## src/rtl/mem_port_arbiter_if.sv

```systemverilog
// Signal bundle between the memory-port arbiter and its surroundings:
// fetch and MEM-stage request ports, the external bus port and the stall vector.
interface mem_port_arbiter_if #(
    parameter int ADDR_W = 32,
    parameter int DATA_W = 32
);
    logic              if_req;
    logic [ADDR_W-1:0] if_addr;
    logic [DATA_W-1:0] if_rdata;
    logic              if_ready;

    logic              mem_req;
    logic              mem_we;
    logic [ADDR_W-1:0] mem_addr;
    logic [DATA_W-1:0] mem_wdata;
    logic [DATA_W-1:0] mem_rdata;
    logic              mem_ready;

    logic              bus_req;
    logic              bus_we;
    logic [ADDR_W-1:0] bus_addr;
    logic [DATA_W-1:0] bus_wdata;
    logic              bus_ack;
    logic [DATA_W-1:0] bus_rdata;
    logic              bus_err;

    logic [4:0]        stall;

    // Arbiter side: consumes requests and bus responses, drives everything else
    modport master (
        input  if_req, if_addr,
        input  mem_req, mem_we, mem_addr, mem_wdata,
        input  bus_ack, bus_rdata,
        output if_rdata, if_ready,
        output mem_rdata, mem_ready,
        output bus_req, bus_we, bus_addr, bus_wdata, bus_err,
        output stall
    );

    // Environment side: pipeline requesters plus the external memory
    modport slave (
        output if_req, if_addr,
        output mem_req, mem_we, mem_addr, mem_wdata,
        output bus_ack, bus_rdata,
        input  if_rdata, if_ready,
        input  mem_rdata, mem_ready,
        input  bus_req, bus_we, bus_addr, bus_wdata, bus_err,
        input  stall
    );
endinterface

```

## src/rtl/mem_port_arbiter.sv

```systemverilog
// Shares the single external memory port between instruction fetch and the MEM stage,
// runs the bus handshake with an ack watchdog, and sequences pipeline stalls.
module mem_port_arbiter #(
    parameter int ADDR_W  = 32,
    parameter int DATA_W  = 32,
    parameter int TIMEOUT = 255
) (
    input  logic               clk,
    input  logic               rst_n,
    mem_port_arbiter_if.master arb
);

    localparam int CNT_W = $clog2(TIMEOUT);

    typedef enum logic [1:0] {
        ST_IDLE      = 2'd0,
        ST_SERVE_MEM = 2'd1,
        ST_SERVE_IF  = 2'd2
    } state_t;

    state_t             state_r,       state_s;
    logic               last_grant_r,  last_grant_s;
    logic [CNT_W-1:0]   wdog_cnt_r,    wdog_cnt_s;
    logic               bus_req_r,     bus_req_s;
    logic               bus_we_r,      bus_we_s;
    logic [ADDR_W-1:0]  bus_addr_r,    bus_addr_s;
    logic [DATA_W-1:0]  bus_wdata_r,   bus_wdata_s;
    logic               bus_err_r,     bus_err_s;
    logic               if_ready_r,    if_ready_s;
    logic [DATA_W-1:0]  if_rdata_r,    if_rdata_s;
    logic               mem_ready_r,   mem_ready_s;
    logic [DATA_W-1:0]  mem_rdata_r,   mem_rdata_s;

    logic               mem_pending_s;
    logic               if_pending_s;
    logic               wdog_expired_s;
    logic [4:0]         stall_s;

    // A requester whose ready is high this cycle is finishing, not asking again
    assign mem_pending_s  = arb.mem_req & ~mem_ready_r;
    assign if_pending_s   = arb.if_req  & ~if_ready_r;
    assign wdog_expired_s = (wdog_cnt_r == CNT_W'(TIMEOUT - 1));

    // State and output registers
    always_ff @(posedge clk or negedge rst_n) begin
        if (!rst_n) begin
            state_r      <= ST_IDLE;
            last_grant_r <= 1'b0;
            wdog_cnt_r   <= {CNT_W{1'b0}};
            bus_req_r    <= 1'b0;
            bus_we_r     <= 1'b0;
            bus_addr_r   <= {ADDR_W{1'b0}};
            bus_wdata_r  <= {DATA_W{1'b0}};
            bus_err_r    <= 1'b0;
            if_ready_r   <= 1'b0;
            if_rdata_r   <= {DATA_W{1'b0}};
            mem_ready_r  <= 1'b0;
            mem_rdata_r  <= {DATA_W{1'b0}};
        end else begin
            state_r      <= state_s;
            last_grant_r <= last_grant_s;
            wdog_cnt_r   <= wdog_cnt_s;
            bus_req_r    <= bus_req_s;
            bus_we_r     <= bus_we_s;
            bus_addr_r   <= bus_addr_s;
            bus_wdata_r  <= bus_wdata_s;
            bus_err_r    <= bus_err_s;
            if_ready_r   <= if_ready_s;
            if_rdata_r   <= if_rdata_s;
            mem_ready_r  <= mem_ready_s;
            mem_rdata_r  <= mem_rdata_s;
        end
    end

    // Arbitration, bus handshake and watchdog next-state logic
    always_comb begin
        state_s      = state_r;
        last_grant_s = last_grant_r;
        wdog_cnt_s   = wdog_cnt_r;
        bus_we_s     = bus_we_r;
        bus_addr_s   = bus_addr_r;
        bus_wdata_s  = bus_wdata_r;
        bus_err_s    = 1'b0;
        if_ready_s   = 1'b0;
        if_rdata_s   = if_rdata_r;
        mem_ready_s  = 1'b0;
        mem_rdata_s  = mem_rdata_r;

        case (state_r)
            ST_IDLE: begin
                // MEM has priority unless fetch is also waiting and MEM had the last turn
                if (mem_pending_s && !(if_pending_s && last_grant_r)) begin
                    state_s      = ST_SERVE_MEM;
                    last_grant_s = 1'b1;
                    wdog_cnt_s   = {CNT_W{1'b0}};
                    bus_we_s     = arb.mem_we;
                    bus_addr_s   = arb.mem_addr;
                    bus_wdata_s  = arb.mem_wdata;
                end else if (if_pending_s) begin
                    state_s      = ST_SERVE_IF;
                    last_grant_s = 1'b0;
                    wdog_cnt_s   = {CNT_W{1'b0}};
                    bus_we_s     = 1'b0;
                    bus_addr_s   = arb.if_addr;
                    bus_wdata_s  = {DATA_W{1'b0}};
                end else begin
                    state_s      = ST_IDLE;
                end
            end
            ST_SERVE_MEM: begin
                if (arb.bus_ack) begin
                    state_s     = ST_IDLE;
                    mem_ready_s = 1'b1;
                    mem_rdata_s = arb.bus_rdata;
                end else if (wdog_expired_s) begin
                    state_s     = ST_IDLE;
                    mem_ready_s = 1'b1;
                    mem_rdata_s = {DATA_W{1'b0}};
                    bus_err_s   = 1'b1;
                end else begin
                    wdog_cnt_s  = wdog_cnt_r + CNT_W'(1);
                end
            end
            ST_SERVE_IF: begin
                if (arb.bus_ack) begin
                    state_s    = ST_IDLE;
                    if_ready_s = 1'b1;
                    if_rdata_s = arb.bus_rdata;
                end else if (wdog_expired_s) begin
                    state_s    = ST_IDLE;
                    if_ready_s = 1'b1;
                    if_rdata_s = {DATA_W{1'b0}};
                    bus_err_s  = 1'b1;
                end else begin
                    wdog_cnt_s = wdog_cnt_r + CNT_W'(1);
                end
            end
            default: begin
                state_s = ST_IDLE;
            end
        endcase

        bus_req_s = (state_s != ST_IDLE);
    end

    // Stall vector; gated by reset so it drops together with the registered outputs
    always_comb begin
        stall_s = 5'b00000;
        if (!rst_n) begin
            stall_s = 5'b00000;
        end else if (mem_pending_s) begin
            stall_s = 5'b01111;
        end else if (if_pending_s) begin
            stall_s = 5'b00011;
        end else begin
            stall_s = 5'b00000;
        end
    end

    assign arb.bus_req   = bus_req_r;
    assign arb.bus_we    = bus_we_r;
    assign arb.bus_addr  = bus_addr_r;
    assign arb.bus_wdata = bus_wdata_r;
    assign arb.bus_err   = bus_err_r;
    assign arb.if_ready  = if_ready_r;
    assign arb.if_rdata  = if_rdata_r;
    assign arb.mem_ready = mem_ready_r;
    assign arb.mem_rdata = mem_rdata_r;
    assign arb.stall     = stall_s;

endmodule
```

## src/flat_wrapper.sv

```systemverilog
// flat-port wrapper written by rule: the top's interface ports become plain ports
module mem_port_arbiter_flat 
#(
    parameter int ADDR_W  = 32,
    parameter int DATA_W  = 32,
    parameter int TIMEOUT = 255
)
  (clk, rst_n, arb_if_req, arb_if_addr, arb_mem_req, arb_mem_we, arb_mem_addr, arb_mem_wdata, arb_bus_ack, arb_bus_rdata, arb_if_rdata, arb_if_ready, arb_mem_rdata, arb_mem_ready, arb_bus_req, arb_bus_we, arb_bus_addr, arb_bus_wdata, arb_bus_err, arb_stall);
  mem_port_arbiter_if #(.ADDR_W(ADDR_W), .DATA_W(DATA_W)) arb_i ();
  input  logic clk;
  input  logic rst_n;
  input wire logic [$bits(arb_i.if_req)-1:0] arb_if_req;
  input wire logic [$bits(arb_i.if_addr)-1:0] arb_if_addr;
  input wire logic [$bits(arb_i.mem_req)-1:0] arb_mem_req;
  input wire logic [$bits(arb_i.mem_we)-1:0] arb_mem_we;
  input wire logic [$bits(arb_i.mem_addr)-1:0] arb_mem_addr;
  input wire logic [$bits(arb_i.mem_wdata)-1:0] arb_mem_wdata;
  input wire logic [$bits(arb_i.bus_ack)-1:0] arb_bus_ack;
  input wire logic [$bits(arb_i.bus_rdata)-1:0] arb_bus_rdata;
  output wire logic [$bits(arb_i.if_rdata)-1:0] arb_if_rdata;
  output wire logic [$bits(arb_i.if_ready)-1:0] arb_if_ready;
  output wire logic [$bits(arb_i.mem_rdata)-1:0] arb_mem_rdata;
  output wire logic [$bits(arb_i.mem_ready)-1:0] arb_mem_ready;
  output wire logic [$bits(arb_i.bus_req)-1:0] arb_bus_req;
  output wire logic [$bits(arb_i.bus_we)-1:0] arb_bus_we;
  output wire logic [$bits(arb_i.bus_addr)-1:0] arb_bus_addr;
  output wire logic [$bits(arb_i.bus_wdata)-1:0] arb_bus_wdata;
  output wire logic [$bits(arb_i.bus_err)-1:0] arb_bus_err;
  output wire logic [$bits(arb_i.stall)-1:0] arb_stall;
  assign arb_i.if_req = arb_if_req;
  assign arb_i.if_addr = arb_if_addr;
  assign arb_i.mem_req = arb_mem_req;
  assign arb_i.mem_we = arb_mem_we;
  assign arb_i.mem_addr = arb_mem_addr;
  assign arb_i.mem_wdata = arb_mem_wdata;
  assign arb_i.bus_ack = arb_bus_ack;
  assign arb_i.bus_rdata = arb_bus_rdata;
  assign arb_if_rdata = arb_i.if_rdata;
  assign arb_if_ready = arb_i.if_ready;
  assign arb_mem_rdata = arb_i.mem_rdata;
  assign arb_mem_ready = arb_i.mem_ready;
  assign arb_bus_req = arb_i.bus_req;
  assign arb_bus_we = arb_i.bus_we;
  assign arb_bus_addr = arb_i.bus_addr;
  assign arb_bus_wdata = arb_i.bus_wdata;
  assign arb_bus_err = arb_i.bus_err;
  assign arb_stall = arb_i.stall;
  mem_port_arbiter #(.ADDR_W(ADDR_W), .DATA_W(DATA_W), .TIMEOUT(TIMEOUT)) u_core (.clk(clk), .rst_n(rst_n), .arb(arb_i));
endmodule
```

## config.mk

```make
export PLATFORM = sky130hd
export DESIGN_NAME = mem_port_arbiter_flat
export DESIGN_NICKNAME = d
export VERILOG_FILES = /design/src/rtl/mem_port_arbiter_if.sv /design/src/rtl/mem_port_arbiter.sv /design/src/flat_wrapper.sv
export SDC_FILE = /design/constraint.sdc
export NUM_CORES = 1
export LEC_CHECK = 0
export CAP_MARGIN = 15
export CELL_PAD_IN_SITES_DETAIL_PLACEMENT = 0
export CELL_PAD_IN_SITES_GLOBAL_PLACEMENT = 2
export CORE_ASPECT_RATIO = 1.2
export CORE_MARGIN = 2
export CORE_UTILIZATION = 23
export DETAILED_ROUTE_END_ITERATION = 10
export HOLD_SLACK_MARGIN = 0.02
export PLACE_DENSITY = 0.78
export SLEW_MARGIN = 5
export SYNTH_ARGS = -nofsm -noshare
export SYNTH_HDL_FRONTEND = slang
export SYNTH_SLANG_ARGS = --single-unit
```

## constraint.sdc

```tcl
create_clock -name clk -period 1.95 [get_ports clk]
set_clock_uncertainty 0.05 [all_clocks]
set_input_delay 0.195 -clock clk [delete_from_list [all_inputs] [get_ports clk]]
set_output_delay 0.195 -clock clk [all_outputs]
set_load 0.05 [all_outputs]
```

==> results of run 1 <==
cell type report:
type	count	area [um2]	area share
sequential	144	3603	0.3667
clock buffer	17	425.4	0.04330
antenna	1	2.502	0.0002547
inverter	7	26.28	0.002674
multi-input combinational	258	2058	0.2095
timing repair buffer	305	3129	0.3185
clock inverter	15	167.7	0.01706
tap	330	412.9	0.04202
worst paths after layout:
check,end,from,slack (ns)
max,arb_if_rdata[12],u_core.arb.if_rdata[12],0.06
min,u_core.arb.if_ready,arb_bus_ack,0.05
max reg2reg,u_core.wdog_cnt_r[1],u_core.state_r[1],0.19
min reg2reg,u_core.arb.bus_addr[5],u_core.arb.bus_addr[5],0.44
max in group asynchronous,u_core.arb.if_rdata[8],rst_n,0.93
min in group asynchronous,u_core.wdog_cnt_r[6],rst_n,0.41
logic make-up after synthesis:
group / share of synthesized area
multiplexers: 0.05781
AND/OR/NAND/NOR: 0.05316
XOR/XNOR: 0.002965
adder cells (fa/ha/maj): 0.01271
AO/OA/AOI/OAI: 0.2198
other: 0.0006347
buffers and inverters: 0.04299
flip-flops: 0.6099
layer usage:
| metal | vias up | GRT usage | routed length [um] | share of wire |
|---|---|---|---|---|
| met2 | 226 | 0.2180 | 8617 | 0.45 |
| met5 | - | 0 | 0 | 0 |
| met1 | 2446 | 0.1783 | 8103 | 0.42 |
| met3 | 8 | 0.06853 | 2328 | 0.12 |
| li1 | 2270 | - | - | - |
| met4 | 0 | 0.03057 | 139 | 0.0072 |
power by group:
group / switching (W) / internal (W) / leakage [nW]
Sequential: 0.000732 / 0.00425 / 1.82
Combinational: 0.00668 / 0.00378 / 2.10
Clock: 0.00155 / 0.00173 / 0.288
worst min-delay path, stage by stage:
cell     delay [ns]
buf_2          0.13
o21ai_2        0.10
inv_1          0.06
cells in the final DEF (no fill, tap or decap), types with 3 or more instances in the layout:
| master | count |
|---|---|
| clkinv_8 | 3 |
| inv_8 | 6 |
| nand2_1 | 39 |
| a32o_1 | 64 |
| dfrtp_1 | 144 |
| buf_12 | 14 |
| buf_4 | 26 |
| a22o_1 | 35 |
| clkdlybuf4s50_1 | 260 |
| nand3_1 | 4 |
| clkinv_4 | 3 |
| nor2_1 | 5 |
| o21ai_0 | 5 |
| inv_1 | 7 |
| o21ai_1 | 29 |
| mux2i_1 | 33 |
| clkbuf_16 | 17 |
| ha_1 | 6 |
state kept, by name, indices dropped and copies added, names as in the netlist:
signal,count
u_core.arb.bus_we,1
u_core.wdog_cnt_r,8
u_core.state_r,2
u_core.arb.bus_addr,32
u_core.arb.if_rdata,32
u_core.last_grant_r,1
u_core.arb.mem_ready,1
u_core.arb.if_ready,1
u_core.arb.bus_wdata,32
u_core.arb.mem_rdata,32
u_core.arb.bus_err,1
u_core.arb.bus_req,1
what timing repair did:
item,CTS,global route
resized for setup,0,5
hold endpoints to repair,144,0
endpoints found under the setup margin,0,7
setup buffers,0,1
hold buffers,1,0
per-stage QoR:
stage | cell area [um2] | total power, W | cells | setup WS [ns] | utilization
detailed placement | 9203 | 0.01556 | 1042 | 0.04295 | 0.3625
global route | 9826 | 0.01965 | 1077 | 0.01907 | 0.3871
global placement | 9203 | 0.01550 | 1042 | 0.07414 | 0.3625
floorplan | 5911 | 0.01159 | 451 | 0.06505 | -
finish | 9826 | 0.01872 | 1077 | 0.06488 | 0.3871
CTS | 9806 | 0.01894 | 1075 | 0.002238 | 0.3863
==> flow_metrics.py, run 1 <==
metrics = {
    "synth": {
        "synth_edf_count": 0,
        "yosys-top-cells-count": "dfrtp_1, a32o_1, nand2_1, a22o_1, mux2i_1",
        "ys_ff_latch": 144,
        "synth_cells": 451,
        "syn_nets": 591,
        "yosysTopAreaCellShare": 0.6099,
        "ys_seq_area_frac": 0.6099,
        "ys.flop_type": "dfrtp_1",
        "netlist.top_cell.by_area": "dfrtp_1",
        "synth_area_leaders": "dfrtp_1, a32o_1, mux2i_1, a22o_1, nand2_1",
        "yosysMostFrequentCell": "dfrtp_1",
        "yosys_warnings": 0,
        "synth.cell_area_um2": 5908,
        "synth_cell_types": 43,
        "synth_area_per_cell_um2": 13.10,
        "async_reset_ff_frac": 1.000,
    },
    "floorplanning": {
        "die_y_um": 179.6,
        "dieArea_um2": 26990,
        "rows": 64,
        "io_pins": 272,
        "core_um2": 25380,
        "initial_utilization": 0.2327,
        "die_width_um": 150.3,
    },
    "layout": {
        "drive_gt1_frac": 0.1193,
        "nNetsFinal": 873,
        "fillCellCount": 2486,
        "area_growth_pct": 66.31,
    },
    "setup_path": {
        "reg2reg_depth": 6,
        "end_kind": "primary output",
        "crit_path_start_kind": "flip-flop",
        "crit_chain": "clkdlybuf4s50_1",
        "critical-path-top-delay-family": "buffers and inverters",
        "cp.arrival_ns": 1.64,
        "critical_path_buf_inv_count": 1,
        "path_class": "flip-flop to primary output",
        "critPathMaxFanout": 2,
        "cp_num_cells": 1,
        "cpPeakStageDelay_ns": 0.85,
        "cp.required_ns": 1.70,
        "crit_slowest_cell": "clkdlybuf4s50_1",
    },
    "sta": {
        "min_period_ns": 1.885,
        "fin_crit_sh": 0.9667,
        "finalHoldViolations": 0,
        "grt_setup_unrepaired": "no",
        "slew_viol_final": 0,
        "hold_ws_ns": 0.04936,
        "setup_tns_ns": 0,
        "slew_headroom": 0.5335,
        "timing.fmax_mhz": 530.5,
        "tightest_slew_ns": 0.6997,
        "setup_viol": 0,
    },
    "power_and_ir_drop": {
        "ir_drop_v": 0.001012,
        "p_per_area_nw_per_um2": 1905,
        "p_leak_nw": 4.217,
    },
    "grt": {
        "grt_start_max_net_pins": 96,
        "grt_overflow": 0,
        "grt_pass1_wl_mm": 29.79,
        "antenna_found_initial": 1,
        "grtUsageTotal": 0.1410,
        "grt_pass1_vias": 5216,
    },
    "run": {
        "max-cap-violations": 0,
    },
    "drt": {
        "vias_per_cell": 4.596,
        "firstDrtPassIters": 4,
        "wl_per_cell_um": 17.82,
        "vias": 4950,
        "routed_wl_mm": 19.19,
        "drtIter0Drc": 174,
        "drt.antenna.violating_nets": 0,
        "drc": 0,
    },
    "clock_network": {
        "clock-sinks": 144,
        "insertion_delay_ns": 0.42,
        "clk_pin_slew_ns": 0.08,
        "cts_max_level": 4,
        "cts_tree": "done",
        "clockBufferDepth": 2,
        "root_buffer": "clkbuf_16",
        "cts_inserted_buffers": 17,
    },
    "place": {
        "place.gp.congestion": 0.7330,
        "numPortBuffers": 270,
        "dp_hpwl_mm": 13.32,
    },
    "worst_hold_path": {
        "hp-class": "primary input to flip-flop",
        "min_delay_path_depth": 3,
    },
    "run_status": {
        "status": "finished clean",
    },
}
(Power assumes the default switching activity.)
==> inputs of run 2 (changes only) <==
RECOVER_POWER = 25   (was default)
==> flow_metrics.py, run 2 (synthesis results as in run 1) <==
metrics = {
    "clock_network": {
        "cts_inserted_buffers": 17,
        "cts_max_level": 4,
        "cts_tree": "done",
        "clockBufferDepth": 2,
        "root_buffer": "clkbuf_16",
        "clk_pin_slew_ns": 0.08,
        "insertion_delay_ns": 0.42,
        "clock-sinks": 144,
    },
    "sta": {
        "timing.fmax_mhz": 530.7,
        "setup_viol": 0,
        "grt_setup_unrepaired": "no",
        "slew_viol_final": 0,
        "setup_tns_ns": 0,
        "min_period_ns": 1.884,
        "finalHoldViolations": 0,
        "hold_ws_ns": 0.05025,
        "slew_headroom": 0.1380,
        "tightest_slew_ns": 1.293,
        "fin_crit_sh": 0.9662,
    },
    "place": {
        "numPortBuffers": 270,
        "dp_hpwl_mm": 13.32,
        "dpl_cell_area_um2": 9203,
        "place.gp.congestion": 0.7330,
    },
    "grt": {
        "grt_pass1_wl_mm": 29.79,
        "grtUsageTotal": 0.1410,
        "grt_start_max_net_pins": 96,
        "antenna_found_initial": 1,
        "grt_overflow": 0,
        "grt_pass1_vias": 5216,
    },
    "setup_path": {
        "critPathMaxFanout": 2,
        "end_kind": "primary output",
        "crit_slowest_cell": "clkdlybuf4s50_1",
        "r2r_slack_ns": 0.19,
        "crit_path_start_kind": "flip-flop",
        "crit_chain": "clkdlybuf4s50_1",
        "cp.arrival_ns": 1.64,
        "cpPeakStageDelay_ns": 0.85,
        "critical_path_buf_inv_count": 1,
        "path_class": "flip-flop to primary output",
        "critical-path-top-delay-family": "buffers and inverters",
        "cp.required_ns": 1.70,
    },
    "layout": {
        "final_common_cell": "clkdlybuf4s50_1",
        "area_growth_pct": 66.05,
        "nNetsFinal": 873,
        "mostFrequentLayoutCells": "clkdlybuf4s50_1, dfrtp_1, a32o_1, nand2_1, a22o_1",
        "drive_gt1_frac": 0.1193,
        "design_area_um2": 9811,
    },
    "floorplanning": {
        "rows": 64,
        "die_width_um": 150.3,
        "dieArea_um2": 26990,
        "initial_utilization": 0.2327,
        "core_um2": 25380,
        "die_y_um": 179.6,
        "io_pins": 272,
    },
    "drt": {
        "drtIter0Drc": 181,
        "vias": 4932,
        "drc": 0,
        "drt.antenna.violating_nets": 0,
        "wl_per_cell_um": 17.82,
        "vias_per_cell": 4.579,
        "firstDrtPassIters": 4,
        "routed_wl_mm": 19.19,
    },
    "run": {
        "max-cap-violations": 0,
    },
    "power_and_ir_drop": {
        "ir_drop_v": 0.001012,
        "p_leak_nw": 4.211,
        "p_per_area_nw_per_um2": 1907,
    },
    "run_status": {
        "status": "finished clean",
    },
    "worst_hold_path": {
        "hp-class": "primary input to flip-flop",
    },
}
==> run 2: cell count changes in the layout (fill, tap and decap cells not counted), sizes merged <==
cell / before / now
buf: 42 / 41
clkbuf: 17 / 18
==> run 2: power breakdown <==
part / switching, W / leakage (nW) / total [W] / internal (W)
sequential: 0.000734 / 1.82 / 0.00499 / 0.00425
clock: 0.00154 / 0.288 / 0.00327 / 0.00173
combinational: 0.00668 / 2.10 / 0.0105 / 0.00378
total: 0.00896 / 4.21 / 0.0187 / 0.00976
==> run 2: path summary, 6_finish.rpt <==
check	from	end	depth (start not counted)
setup / recovery	u_core.arb.if_rdata[12]	arb_if_rdata[12]	1
hold / removal	arb_bus_ack	u_core.arb.if_ready	3
setup reg to reg	u_core.state_r[1]	u_core.wdog_cnt_r[1]	6
hold reg to reg	u_core.arb.bus_addr[5]	u_core.arb.bus_addr[5]	2
max in group asynchronous	rst_n	u_core.arb.bus_wdata[22]	3
min in group asynchronous	rst_n	u_core.wdog_cnt_r[7]	3
==> run 2: stage by stage <==
| stage | instances | utilization | worst slack, ns | total power (W) |
|---|---|---|---|---|
| after detailed placement | 1042 | 0.3625 | 0.04295 | 0.01556 |
| after floorplan | 451 | - | 0.06505 | 0.01159 |
| final | 1077 | 0.3865 | 0.06584 | 0.01871 |
| after global placement | 1042 | 0.3625 | 0.07414 | 0.01550 |
| after global routing | 1077 | 0.3865 | 0.01907 | 0.01964 |
| after CTS | 1075 | 0.3863 | 0.002238 | 0.01894 |
==> run 2: layout make-up <==
| cell class | instances | area, um2 |
|---|---|---|
| Antenna cell | 1 | 2.502 |
| Clock buffer | 17 | 425.4 |
| Clock inverter | 15 | 167.7 |
| Fill cell | 2488 | 15570 |
| Inverter | 7 | 26.28 |
| Multi-Input combinational cell | 258 | 2058 |
| Sequential cell | 144 | 3603 |
| Tap cell | 330 | 412.9 |
| Timing Repair Buffer | 305 | 3114 |
==> run 2: routing by layer <==
metal	GRT usage	wire [um]
met4	0.03057	126
met2	0.2180	8649
met3	0.06853	2347
met1	0.1783	8071
met5	0	0
==> run 2: timing repair <==
action / CTS / global route
buffers inserted: 0 / 1
hold buffers: 1 / 0
endpoints found under the setup margin: 0 / 7
hold endpoints to repair: 144 / 0
gates resized for setup: 0 / 5
==> inputs of run 3 (changes only) <==
CORE_ASPECT_RATIO = default   (was 1.2)
PLACE_DENSITY = 0.84   (was 0.78)
REMOVE_ABC_BUFFERS = 1   (was default)
==> flow_metrics.py, run 3 (synthesis results as in run 1) <==
metrics = {
    "power_and_ir_drop": {
        "p_sw_frac": 0.4748,
        "ir_drop_v": 0.001012,
        "p_switching_w": 0.008830,
        "power_w": 0.01860,
        "p_per_area_nw_per_um2": 1887,
        "p_comb_frac": 0.561,
        "internal-power_w": 0.009768,
        "p_leak_nw": 4.240,
        "pwr-share-clk": 0.170,
        "p_seq_frac": 0.269,
    },
    "floorplanning": {
        "io_pins": 272,
        "dieArea_um2": 26990,
        "rows": 58,
        "core_um2": 25180,
        "die_y_um": 164.3,
        "initial_utilization": 0.2346,
        "die_width_um": 164.3,
    },
    "clock_network": {
        "clockBufferDepth": 2,
        "clock-sinks": 144,
        "insertion_delay_ns": 0.41,
        "root_buffer": "clkbuf_16",
        "clk_pin_slew_ns": 0.07,
        "cts_max_level": 4,
        "cts_inserted_buffers": 17,
        "cts_tree": "done",
    },
    "grt": {
        "grtUsageTotal": 0.1380,
        "grt_overflow": 0,
        "grt_start_max_net_pins": 96,
        "antenna_found_initial": 0,
        "grt_pass1_wl_mm": 28.69,
        "grt_pass1_vias": 5140,
    },
    "setup_path": {
        "critical_path_buf_inv_count": 1,
        "crit_path_start_kind": "flip-flop",
        "crit_chain": "clkdlybuf4s50_1",
        "critPathMaxFanout": 2,
        "crit_slowest_cell": "clkdlybuf4s50_1",
        "cp.arrival_ns": 1.64,
        "cp.required_ns": 1.70,
        "path_class": "flip-flop to primary output",
        "end_kind": "primary output",
        "cpPeakStageDelay_ns": 0.83,
        "critical-path-top-delay-family": "buffers and inverters",
    },
    "layout": {
        "final_common_cell": "clkdlybuf4s50_1",
        "nNetsFinal": 885,
        "fillCellCount": 2432,
        "mostFrequentLayoutCells": "clkdlybuf4s50_1, dfrtp_1, a32o_1, nand2_1, buf_4",
        "area_growth_pct": 66.79,
        "drive_gt1_frac": 0.1319,
        "diodes": 0,
        "final_cells": 1088,
    },
    "drt": {
        "drt.antenna.violating_nets": 0,
        "vias": 5015,
        "drtIter0Drc": 304,
        "firstDrtPassIters": 5,
        "vias_per_cell": 4.609,
        "routed_wl_mm": 18.77,
        "wl_per_cell_um": 17.25,
        "drc": 0,
    },
    "sta": {
        "fin_crit_sh": 0.9648,
        "tightest_slew_ns": 1.257,
        "finalHoldViolations": 0,
        "setup_tns_ns": 0,
        "slew_viol_final": 0,
        "setup_viol": 0,
        "slew_headroom": 0.1619,
        "grt_setup_unrepaired": "no",
        "hold_ws_ns": 0.2180,
        "fin_ws_ns": 0.06872,
        "min_period_ns": 1.881,
        "timing.fmax_mhz": 531.6,
    },
    "place": {
        "dp_cells": 1051,
        "numPortBuffers": 270,
        "dpl_worst_slack_ns": -0.4221,
        "dp_hpwl_mm": 13.17,
        "place.gp.congestion": 0.7605,
    },
    "run_status": {
        "status": "finished clean",
    },
    "run": {
        "max-cap-violations": 0,
    },
    "worst_hold_path": {
        "hp-class": "primary input to flip-flop",
    },
}
-- run 3: final timing paths --
check                           cells after the start                     from  slack (ns)                      end
worst min register to register                      2  u_core.arb.bus_addr[17]        0.43  u_core.arb.bus_addr[17]
worst max register to register                      7      u_core.arb.if_ready        0.14   u_core.arb.bus_addr[8]
worst min-delay path                                4              arb_bus_ack        0.22      u_core.arb.if_ready
min in group asynchronous                           3                    rst_n        0.68     u_core.arb.mem_ready
worst max-delay path                                1  u_core.arb.bus_addr[10]        0.07         arb_bus_addr[10]
max in group asynchronous                           3                    rst_n        0.37  u_core.arb.if_rdata[11]
-- run 3: metrics by stage --
stage                     area (um2)  utilization
after floorplan                 5680            -
after global placement          9243       0.3670
after detailed placement        9243       0.3670
after CTS                       9842       0.3908
after global routing            9854       0.3913
final                           9854       0.3913
-- run 3: power by group through the flow --
| stage | sequential [W] | combinational, W | clock (W) |
|---|---|---|---|
| finish | 0.00500 | 0.0104 | 0.00317 |
| global route | 0.00517 | 0.0110 | 0.00339 |
| CTS | 0.00502 | 0.0105 | 0.00326 |
| detailed placement | 0.00503 | 0.0105 | 0 |
| global placement | 0.00501 | 0.0105 | 0 |
| floorplan | 0.00918 | 0.00218 | 0 |
-- run 3: final cells by class --
| class | instances | area [um2] | area share |
|---|---|---|---|
| Multi-Input combinational cell | 259 | 2076 | 0.2106 |
| Inverter | 7 | 26.28 | 0.002666 |
| Sequential cell | 144 | 3603 | 0.3657 |
| Clock inverter | 14 | 121.4 | 0.01232 |
| Clock buffer | 18 | 439.2 | 0.04457 |
| Tap cell | 330 | 412.9 | 0.04190 |
| Timing Repair Buffer | 316 | 3176 | 0.3222 |
-- run 3: what timing repair did --
action | in CTS | in global routing
hold buffers | 1 | 0
gates cloned | 1 | 0
pin swaps | 1 | 1
setup endpoints to repair | 28 | 6
buffers inserted | 0 | 3
resized for setup | 7 | 3
hold endpoints to repair | 144 | 0
-- run 3: layer usage --
metal / share of wire / track usage / up-vias
met5: 0 / 0 / -
met4: 0.012 / 0.03549 / 0
met3: 0.11 / 0.05960 / 15
met2: 0.46 / 0.2157 / 242
met1: 0.42 / 0.1750 / 2453
li1: - / - / 2305
